File: src/rtl/shifter_arbiter.sv
// Two-port arbiter in front of one shared 32-bit barrel shifter.
// Round-robin grant, one operation in flight: IDLE -> EXEC -> RESP -> IDLE.

module barrel_shifter (
    input  logic [31:0] data_i,
    input  logic [2:0]  mode_i,
    input  logic [4:0]  count_i,
    output logic [31:0] result_o,
    output logic        illegal_o
);
    logic [63:0] rot;

    // Rotates shift a doubled word so count 0 needs no special case.
    always_comb begin
        rot       = {data_i, data_i};
        result_o  = '0;
        illegal_o = 1'b0;
        case (mode_i)
            3'b000: result_o = data_i << count_i;
            3'b001: result_o = data_i >> count_i;
            3'b010: begin
                rot      = {data_i, data_i} << count_i;
                result_o = rot[63:32];
            end
            3'b011: begin
                rot      = {data_i, data_i} >> count_i;
                result_o = rot[31:0];
            end
            3'b100:  result_o = $unsigned($signed(data_i) >>> count_i);
            default: illegal_o = 1'b1;
        endcase
    end
endmodule

module shifter_arbiter #(
    parameter int FIRST_GRANT = 0
) (
    input  logic        i_clk,
    input  logic        i_rst_n,
    input  logic        i_req0_valid,
    input  logic        i_req1_valid,
    output logic        o_req0_ready,
    output logic        o_req1_ready,
    input  logic [31:0] i_req0_data,
    input  logic [31:0] i_req1_data,
    input  logic [2:0]  i_req0_mode,
    input  logic [2:0]  i_req1_mode,
    input  logic [4:0]  i_req0_count,
    input  logic [4:0]  i_req1_count,
    output logic        o_rsp0_valid,
    output logic        o_rsp1_valid,
    input  logic        i_rsp0_ready,
    input  logic        i_rsp1_ready,
    output logic [31:0] o_rsp_data,
    output logic        o_rsp_err,
    output logic [1:0]  o_dbg_state
);
    // Handshake: a transfer happens on a rising edge where valid and ready
    // are both high; ready never depends on a transfer completing later.
    typedef enum logic [1:0] {
        IDLE = 2'd0,
        EXEC = 2'd1,
        RESP = 2'd2
    } state_e;

    state_e      state_q, state_d;
    logic        gnt_q, gnt_d;
    logic        last_vld_q, last_vld_d;
    logic        last_q, last_d;
    logic [31:0] op_data_q, op_data_d;
    logic [2:0]  op_mode_q, op_mode_d;
    logic [4:0]  op_cnt_q, op_cnt_d;
    logic [31:0] rsp_data_q, rsp_data_d;
    logic        rsp_err_q, rsp_err_d;

    logic        sel;
    logic        accept;
    logic        rsp_done;
    logic [31:0] sh_result;
    logic        sh_illegal;

    barrel_shifter u_shifter (
        .data_i   (op_data_q),
        .mode_i   (op_mode_q),
        .count_i  (op_cnt_q),
        .result_o (sh_result),
        .illegal_o(sh_illegal)
    );

    // sel is the requester that would win this cycle (1 = req1).
    always_comb begin
        sel = 1'b0;
        if (i_req0_valid && i_req1_valid) begin
            sel = last_vld_q ? ~last_q : (FIRST_GRANT != 0);
        end else begin
            sel = i_req1_valid;
        end
    end

    assign o_req0_ready = i_rst_n && (state_q == IDLE) && i_req0_valid && !sel;
    assign o_req1_ready = i_rst_n && (state_q == IDLE) && i_req1_valid && sel;
    assign accept       = o_req0_ready || o_req1_ready;

    assign o_rsp0_valid = (state_q == RESP) && !gnt_q;
    assign o_rsp1_valid = (state_q == RESP) && gnt_q;
    assign rsp_done     = gnt_q ? i_rsp1_ready : i_rsp0_ready;

    always_comb begin
        state_d    = state_q;
        gnt_d      = gnt_q;
        last_vld_d = last_vld_q;
        last_d     = last_q;
        op_data_d  = op_data_q;
        op_mode_d  = op_mode_q;
        op_cnt_d   = op_cnt_q;
        rsp_data_d = rsp_data_q;
        rsp_err_d  = rsp_err_q;
        case (state_q)
            IDLE: begin
                if (accept) begin
                    state_d    = EXEC;
                    gnt_d      = sel;
                    last_d     = sel;
                    last_vld_d = 1'b1;
                    op_data_d  = sel ? i_req1_data  : i_req0_data;
                    op_mode_d  = sel ? i_req1_mode  : i_req0_mode;
                    op_cnt_d   = sel ? i_req1_count : i_req0_count;
                end
            end
            EXEC: begin
                state_d    = RESP;
                rsp_data_d = sh_illegal ? 32'h0 : sh_result;
                rsp_err_d  = sh_illegal;
            end
            RESP: begin
                if (rsp_done) state_d = IDLE;
            end
            default: state_d = IDLE;
        endcase
    end

    always_ff @(posedge i_clk or negedge i_rst_n) begin
        if (!i_rst_n) begin
            state_q    <= IDLE;
            gnt_q      <= 1'b0;
            last_vld_q <= 1'b0;
            last_q     <= 1'b0;
            op_data_q  <= '0;
            op_mode_q  <= '0;
            op_cnt_q   <= '0;
            rsp_data_q <= '0;
            rsp_err_q  <= 1'b0;
        end else begin
            state_q    <= state_d;
            gnt_q      <= gnt_d;
            last_vld_q <= last_vld_d;
            last_q     <= last_d;
            op_data_q  <= op_data_d;
            op_mode_q  <= op_mode_d;
            op_cnt_q   <= op_cnt_d;
            rsp_data_q <= rsp_data_d;
            rsp_err_q  <= rsp_err_d;
        end
    end

    assign o_rsp_data  = rsp_data_q;
    assign o_rsp_err   = rsp_err_q;
    assign o_dbg_state = state_q;
endmodule
File: config.mk
export PLATFORM = sky130hd
export DESIGN_NAME = shifter_arbiter
export DESIGN_NICKNAME = d
export VERILOG_FILES = /design/src/rtl/shifter_arbiter.sv
export SDC_FILE = /design/constraint.sdc
export NUM_CORES = 1
export LEC_CHECK = 0
export ABC_CLOCK_PERIOD_IN_PS = 2220
export CAP_MARGIN = 15
export CORE_UTILIZATION = 45
export CTS_BUF_LIST = sky130_fd_sc_hd__clkbuf_16
export DETAILED_ROUTE_END_ITERATION = 16
export PLACE_DENSITY = 0.71
export RECOVER_POWER = 50
export SYNTH_ARGS = -nofsm -noshare
export SYNTH_HDL_FRONTEND = slang
export SYNTH_SLANG_ARGS = --single-unit
export TNS_END_PERCENT = 5
File: constraint.sdc
create_clock -name i_clk -period 2.22 [get_ports i_clk]
set_input_delay 0.444 -clock i_clk [delete_from_list [all_inputs] [get_ports i_clk]]
set_output_delay 0.444 -clock i_clk [all_outputs]
set_load 0.005 [all_outputs]
==> results.py, run 1 <==
metrics = {
    "routing": {
        "avgViaCountPerCell": 6.525,
        "dr.pass1.iters": 6,
        "wire_per_inst_um": 25.69,
        "routed_wl_um": 39560,
        "drcViolationCount": 0,
        "drtAntennaViolNets": 0,
        "num_vias": 10050,
        "drt_iter0_markers": 1112,
    },
    "logic_synthesis": {
        "yosysWarnings": 0,
        "postSynthAreaPerCell_um2": 8.219,
        "synth_ff_type": "dfrtp_1",
        "syn_inst": 1002,
        "synth.distinct_cells": 69,
        "synth-edff-count": 0,
        "syn_nets": 1088,
        "syn_area_mm2": 0.008235,
        "ys_seq_elements": 77,
        "seq_area_frac_synth": 0.2340,
        "async_flop_share": 1.000,
    },
    "floorplanning": {
        "ios": 125,
        "initial_core_util": 0.4585,
        "dieHeight_um": 137.3,
        "dieArea_mm2": 0.01885,
        "core_area_mm2": 0.01796,
        "die_w_um": 137.3,
        "num_rows": 49,
    },
    "cts": {
        "cts.clk_slew.worst_paths_ps": 70,
        "cts_made_buffers": 9,
        "clockBufferDepth": 2,
        "insertion_delay_ps": 350,
        "clock-sinks": 77,
        "ctsHoldBuffers": 0,
        "ctsHtreeMaxLevel": 3,
        "cts_tree": "done",
        "cts_root_buf": "clkbuf_16",
    },
    "global_route": {
        "grt_pass1_wl_um": 58730,
        "grt_pass1_vias": 9567,
        "grt_max_degree": 84,
        "track_usage": 0.4275,
        "antenna_found_initial": 1,
        "grt_overflow": 0,
    },
    "finish": {
        "final_design_area_no_fill_mm2": 0.01239,
        "final_layout_size_suffix_gt1_frac": 0.3585,
        "final_cell_mix": "buf_4, nand2_1, clkdlybuf4s50_1",
        "num_antenna_cells": 0,
        "n_fill_cell": 1461,
        "nNetsFinal": 1392,
        "area.growth.synth_to_final_pct": 50.49,
        "layout_commonest_cell": "buf_4",
        "final_cell_count_no_fill": 1540,
    },
    "sta": {
        "finalClockSkew_ps": 9.146,
        "relSlewSlack": 0.3782,
        "finalCritPeriodShare": 1.158,
        "setup_ws_ps": -349.7,
        "rsz0062_at_grt": "yes",
        "finalHoldViolations": 0,
        "setup_viol": 33,
        "slew_violations": 0,
        "period_needed_ps": 2570,
        "max_freq_ghz": 0.3891,
        "worstMarginPinSlew_ps": 932.7,
        "fin_hold_ws_ps": 472.9,
    },
    "placement": {
        "dp_cells": 1512,
        "routabilityCongestion": 1.068,
        "dp_hpwl_um": 30530,
        "place_area_mm2": 0.01140,
        "io_buffer_count": 124,
    },
    "power": {
        "leakagePower_uw": 0.005237,
        "power.density_mw_per_mm2": 2073,
        "power.internal_uw": 12790,
        "p_clk_frac": 0.060,
        "seqPwrFrac": 0.115,
        "p_switching_uw": 12900,
        "peakVddDrop_mv": 0.9167,
        "power_switching_share": 0.5022,
        "power_frac_comb": 0.825,
    },
    "min_path": {
        "hold_path_class": "reg -> reg",
    },
    "run": {
        "maxCapViolations": 0,
    },
    "worst_setup_path": {
        "ff2ff_setup_slack_ps": -350,
        "required_ps": 2460,
        "startpoint_type": "flop",
        "cp_max_fo": 8,
        "path_class": "reg -> reg",
        "arrival_ps": 2810,
        "end_kind": "flop",
    },
    "run_status": {
        "failed_checks": "negative setup slack",
        "outcome": "complete, but fails checks",
    },
}
==> synth_stat cells, types with 5 or more instances <==
cell,number,area share
a211o_1,5,0.0053
a211oi_1,15,0.014
a21o_1,8,0.0073
a21oi_1,55,0.033
a221o_1,9,0.011
a221oi_1,12,0.013
a22oi_1,15,0.014
a311oi_1,5,0.0053
a31oi_1,8,0.0061
and2_1,9,0.0068
buf_1,12,0.0055
buf_2,13,0.0079
buf_6,5,0.0068
clkbuf_1,64,0.029
dfrtp_1,77,0.23
inv_1,7,0.0032
mux2_2,49,0.067
mux2i_1,109,0.13
mux4_2,26,0.071
nand2_1,129,0.059
nand2b_1,12,0.0091
nand3_1,25,0.015
nor2_1,71,0.032
nor3_1,21,0.013
o211ai_1,20,0.018
o21ai_0,94,0.057
o221ai_1,8,0.0085
o22ai_1,28,0.021
o311ai_0,5,0.0053
o31ai_1,5,0.0046
==> metal layers <==
layer	global-route usage	share of wire
met2	0.6689	0.45
met4	0.2234	0.055
met1	0.5482	0.38
met3	0.09676	0.11
met5	0	0.00033
==> worst paths after layout <==
kind	from	to	cells after the start
worst max-delay path	op_cnt_q[0]$_DFFE_PN0P_	o_rsp_data[27]$_DFFE_PN0N_	7
worst min-delay path	last_vld_q$_DFFE_PN0P_	last_vld_q$_DFFE_PN0P_	1
worst max register to register	op_cnt_q[0]$_DFFE_PN0P_	o_rsp_data[27]$_DFFE_PN0N_	7
worst min register to register	last_vld_q$_DFFE_PN0P_	last_vld_q$_DFFE_PN0P_	1
max in group asynchronous	i_rst_n	o_rsp_data[29]$_DFFE_PN0N_	3
min in group asynchronous	i_rst_n	op_data_q[19]$_DFFE_PN0P_	2
==> state kept, by name, indices dropped and copies added, names as in the netlist <==
name         cells
op_mode_q        3
o_rsp_err        1
last_vld_q       1
last_q           1
o_dbg_state      2
op_cnt_q         5
o_rsp_data      32
op_data_q       32
==> power by group through the flow <==
stage	sequential, uW	clock, uW	combinational, uW
6_report	2960	1540	21200
5_1_grt	3020	1600	22000
4_1_cts	2880	1560	19600
3_5_place_dp	2850	0	18300
3_3_place_gp	2830	0	18300
2_1_floorplan	2480	0	9570
==> logic make-up (layout without fill, tap and decap cells) <==
| family | count (synthesis) | count (layout) | share of synthesized area |
|---|---|---|---|
| AOI/OAI and AO/OA | 338 | 338 | 0.2720 |
| buffers and inverters | 111 | 420 | 0.06518 |
| DFF | 77 | 77 | 0.2340 |
| muxes | 186 | 186 | 0.2742 |
| and+or+nand+nor | 290 | 290 | 0.1547 |
==> cell type report <==
class	count	area, um2	area share
clock buffers	9	225.2	0.01817
clock inverters	7	66.31	0.005351
inverters	10	37.54	0.003029
multi-input cells	814	6346	0.5121
flip-flops and latches	77	1933	0.1560
well taps	229	286.5	0.02312
repair buffers	394	3498	0.2823
==> worst max-delay path: stages (launching register included) <==
cell and delay, ps:
dfrtp_4 580, buf_4 180, mux2_4 330, mux2i_4 190
o31ai_4 100, a221o_1 450, or3_1 380, a32o_1 270
==> through the flow <==
step                total power [uW]    util  worst slack [ps]  setup TNS (ps)
global route                   26650  0.6899            -384.7          -10240
global placement               21120  0.6346            -383.6           -7550
floorplan                      12050       -            -13.99          -19.51
CTS                            24040  0.6754            -318.3           -7555
finish                         25690  0.6899            -349.7           -8082
detailed placement             21200  0.6346            -413.4           -8407
==> what timing repair did <==
item / CTS / global route
gates cloned: 3 / 0
pin swaps: 30 / 21
endpoints found under the setup margin: 34 / 33
resized for setup: 85 / 73
buffers inserted: 9 / 2
Note: power is estimated with default switching activity, not from simulation.
==> run 2, diff against run 1 <==
- ABC_AREA: default -> 1
- ABC_CLOCK_PERIOD_IN_PS: 2220 -> 2200
- clock period: 2.22 -> 2.2 ns (I/O delays scaled with it)
==> results.py, run 2 <==
metrics = {
    "cts": {
        "cts_root_buf": "clkbuf_16",
        "insertion_delay_ps": 350,
        "cts.clk_slew.worst_paths_ps": 60,
        "ctsHtreeMaxLevel": 3,
        "cts_tree": "done",
        "cts_made_buffers": 9,
        "cts_setup_buffers": 0,
        "clockBufferDepth": 2,
        "clock-sinks": 77,
    },
    "worst_setup_path": {
        "slowest_delay_ps": 450,
        "cp-startpoint": "op_cnt_q[0]$_DFFE_PN0P_",
        "cp_slowest_cell": "dfrtp_2",
        "path_class": "reg -> reg",
        "arrival_ps": 2350,
        "required_ps": 2480,
        "cp_cell_sequence": "inv_6 -> buf_4 -> nand2_1 -> nand3_1 -> nand3_1 -> nand2_1 -> nand2_1 -> nand2_1 -> nand2_1 -> nand4_1 -> nand3_1 -> nand2_1",
        "cp_max_fo": 23,
        "critical-path-top-delay-family": "simple AND/OR/NAND/NOR gates",
        "startpoint_type": "flop",
        "timing.rr.start": "op_cnt_q[0]$_DFFE_PN0P_",
        "worst-path-buf-inv": 2,
        "end_kind": "flop",
        "cp_common_cell": "nand2_1",
    },
    "sta": {
        "fin_setup_tns_ps": 0,
        "finalClockSkew_ps": 7.555,
        "finalCritPeriodShare": 0.9396,
        "worstMarginPinSlew_ps": 986.3,
        "relSlewSlack": 0.3425,
        "period_needed_ps": 2067,
        "rsz0062_at_grt": "no",
        "slew_violations": 0,
        "max_freq_ghz": 0.4838,
        "finalHoldViolations": 0,
        "setup_viol": 0,
    },
    "logic_synthesis": {
        "postSynthAreaPerCell_um2": 5.563,
        "async_flop_share": 1.000,
        "synth_ff_type": "dfrtp_1",
        "synth-edff-count": 0,
        "synth_top_area_share": 0.2721,
        "syn_inst": 1445,
        "seq_area_frac_synth": 0.2397,
        "yosysMostFrequentCell": "nand2_1",
        "synth.distinct_cells": 33,
        "yosys.area.top_type": "nand3_1",
        "syn_nets": 1531,
        "ys_top_cells_by_area": "nand3_1, nand2_1, dfrtp_1",
        "ys_seq_elements": 77,
        "ys_top_cells_by_count": "nand2_1, nand3_1, nor2_1, dfrtp_1",
        "syn_area_mm2": 0.008039,
        "yosysWarnings": 0,
    },
    "global_route": {
        "grt_max_degree": 82,
        "antenna_found_initial": 0,
        "grt_pass1_wl_um": 52890,
        "grt_pass1_vias": 9854,
        "track_usage": 0.3790,
        "grt_overflow": 0,
    },
    "power": {
        "power.internal_uw": 7430,
        "p_switching_uw": 10790,
        "power.density_mw_per_mm2": 1834,
        "seqPwrFrac": 0.153,
        "leakagePower_uw": 0.004989,
        "power_frac_comb": 0.771,
        "p_clk_frac": 0.077,
        "power_switching_share": 0.5923,
        "peakVddDrop_mv": 1.594,
    },
    "routing": {
        "drtAntennaViolNets": 0,
        "drt_iter0_markers": 1357,
        "routed_wl_um": 33540,
        "drcViolationCount": 0,
        "num_vias": 10540,
        "wire_per_inst_um": 18.91,
        "dr.pass1.iters": 8,
        "avgViaCountPerCell": 5.939,
    },
    "finish": {
        "final_cell_mix": "nand2_1, nand3_1, clkdlybuf4s50_1",
        "nNetsFinal": 1630,
        "n_fill_cell": 1833,
        "final_util": 0.5726,
        "layout_commonest_cell": "nand2_1",
        "final_layout_size_suffix_gt1_frac": 0.07230,
        "area.growth.synth_to_final_pct": 23.63,
        "num_antenna_cells": 0,
    },
    "floorplanning": {
        "ios": 125,
        "num_rows": 48,
        "core_area_mm2": 0.01736,
        "dieHeight_um": 135.7,
        "die_w_um": 135.7,
        "initial_core_util": 0.4632,
        "dieArea_mm2": 0.01840,
    },
    "min_path": {
        "hold_path_class": "in -> async",
    },
    "placement": {
        "dp_hpwl_um": 26120,
        "routabilityCongestion": 1.035,
        "io_buffer_count": 124,
    },
    "run": {
        "maxCapViolations": 0,
    },
    "run_status": {
        "outcome": "complete, no violations",
    },
}
## run 2: cell types whose count changed after synthesis, sizes merged, moves of 32 or more
cell    before  now
nand2      129  585
a31oi        8   40
buf         37   70
a21oi       55    9
nand3       25  440
inv          8   48
mux2i      109    0
mux2        51    0
o21ai       97   27
clkbuf      64   24
## run 2: cell type report
cell class,count,area (um2),share of cell area
Clock buffer,9,225.2,0.02266
Clock inverter,7,42.54,0.004280
Inverter,48,185.2,0.01863
Multi-Input combinational cell,1226,5479,0.5513
Sequential cell,77,1932,0.1944
Tap cell,225,281.5,0.02833
Timing Repair Buffer,182,1793,0.1804
## run 2: kinds of logic after synthesis
| logic type | Yosys count | share of synthesized area |
|---|---|---|
| compound gates | 82 | 0.05961 |
| buf+inv | 142 | 0.08062 |
| flops | 77 | 0.2397 |
| simple gates | 1144 | 0.6201 |
## run 2: power by group through the flow
stage	combinational, uW	clock (uW)	sequential (uW)
floorplan	9310	0	2470
global placement	13600	0	2750
detailed placement	13700	0	2760
CTS	13700	1410	2750
global route	15400	1480	2840
finish	14000	1400	2780
## run 2: worst paths after layout
check / cells after the start / slack (ps) / endpoint
worst max-delay path: 12 / 130 / o_rsp_data[29]$_DFFE_PN0N_
worst min-delay path: 2 / 370 / o_dbg_state[1]$_DFFE_PN0P_
worst max register to register: 12 / 130 / o_rsp_data[29]$_DFFE_PN0N_
worst min register to register: 2 / 470 / o_rsp_data[17]$_DFFE_PN0N_
max in group asynchronous: 2 / 1150 / op_cnt_q[3]$_DFFE_PN0P_
min in group i_clk: 2 / 470 / o_rsp_data[17]$_DFFE_PN0N_
## run 2: worst reg2reg max path: stages, from the launching register on
cell and delay (ps):
dfrtp_2 450, inv_6 190, buf_4 180, nand2_1 90
nand3_1 110, nand3_1 130, nand2_1 100, nand2_1 210
nand2_1 140, nand2_1 80, nand4_1 130, nand3_1 110
nand2_1 90
## run 2: timing repair
| action | in CTS | in global routing |
|---|---|---|
| gates resized for setup | 3 | 10 |
| cloned | 0 | 0 |
| hold buffers | 0 | 0 |
| endpoints found under the setup margin | 2 | 32 |
## run 2: per-stage QoR
stage | setup slack (ps) | instances | power (uW) | hold slack [ps] | cell area (um2)
global placement | -83.77 | 1758 | 16370 | 463.5 | 9668
global route | 3.112 | 1774 | 19720 | 458.6 | 9938
CTS | 13.47 | 1774 | 17870 | 386.9 | 9932
floorplan | 566.7 | 1445 | 11780 | 144.4 | 8039
finish | 132.8 | 1774 | 18220 | 365.0 | 9938
detailed placement | -157.9 | 1758 | 16430 | 464.9 | 9668
## run 2: per-layer routing
metal	up-vias	global-route usage	wire, um
met2	549	0.6032	14950
met3	116	0.05911	2974
met4	0	0.2203	2016
met5	-	0	0
met1	4840	0.4845	13600
li1	5031	-	-
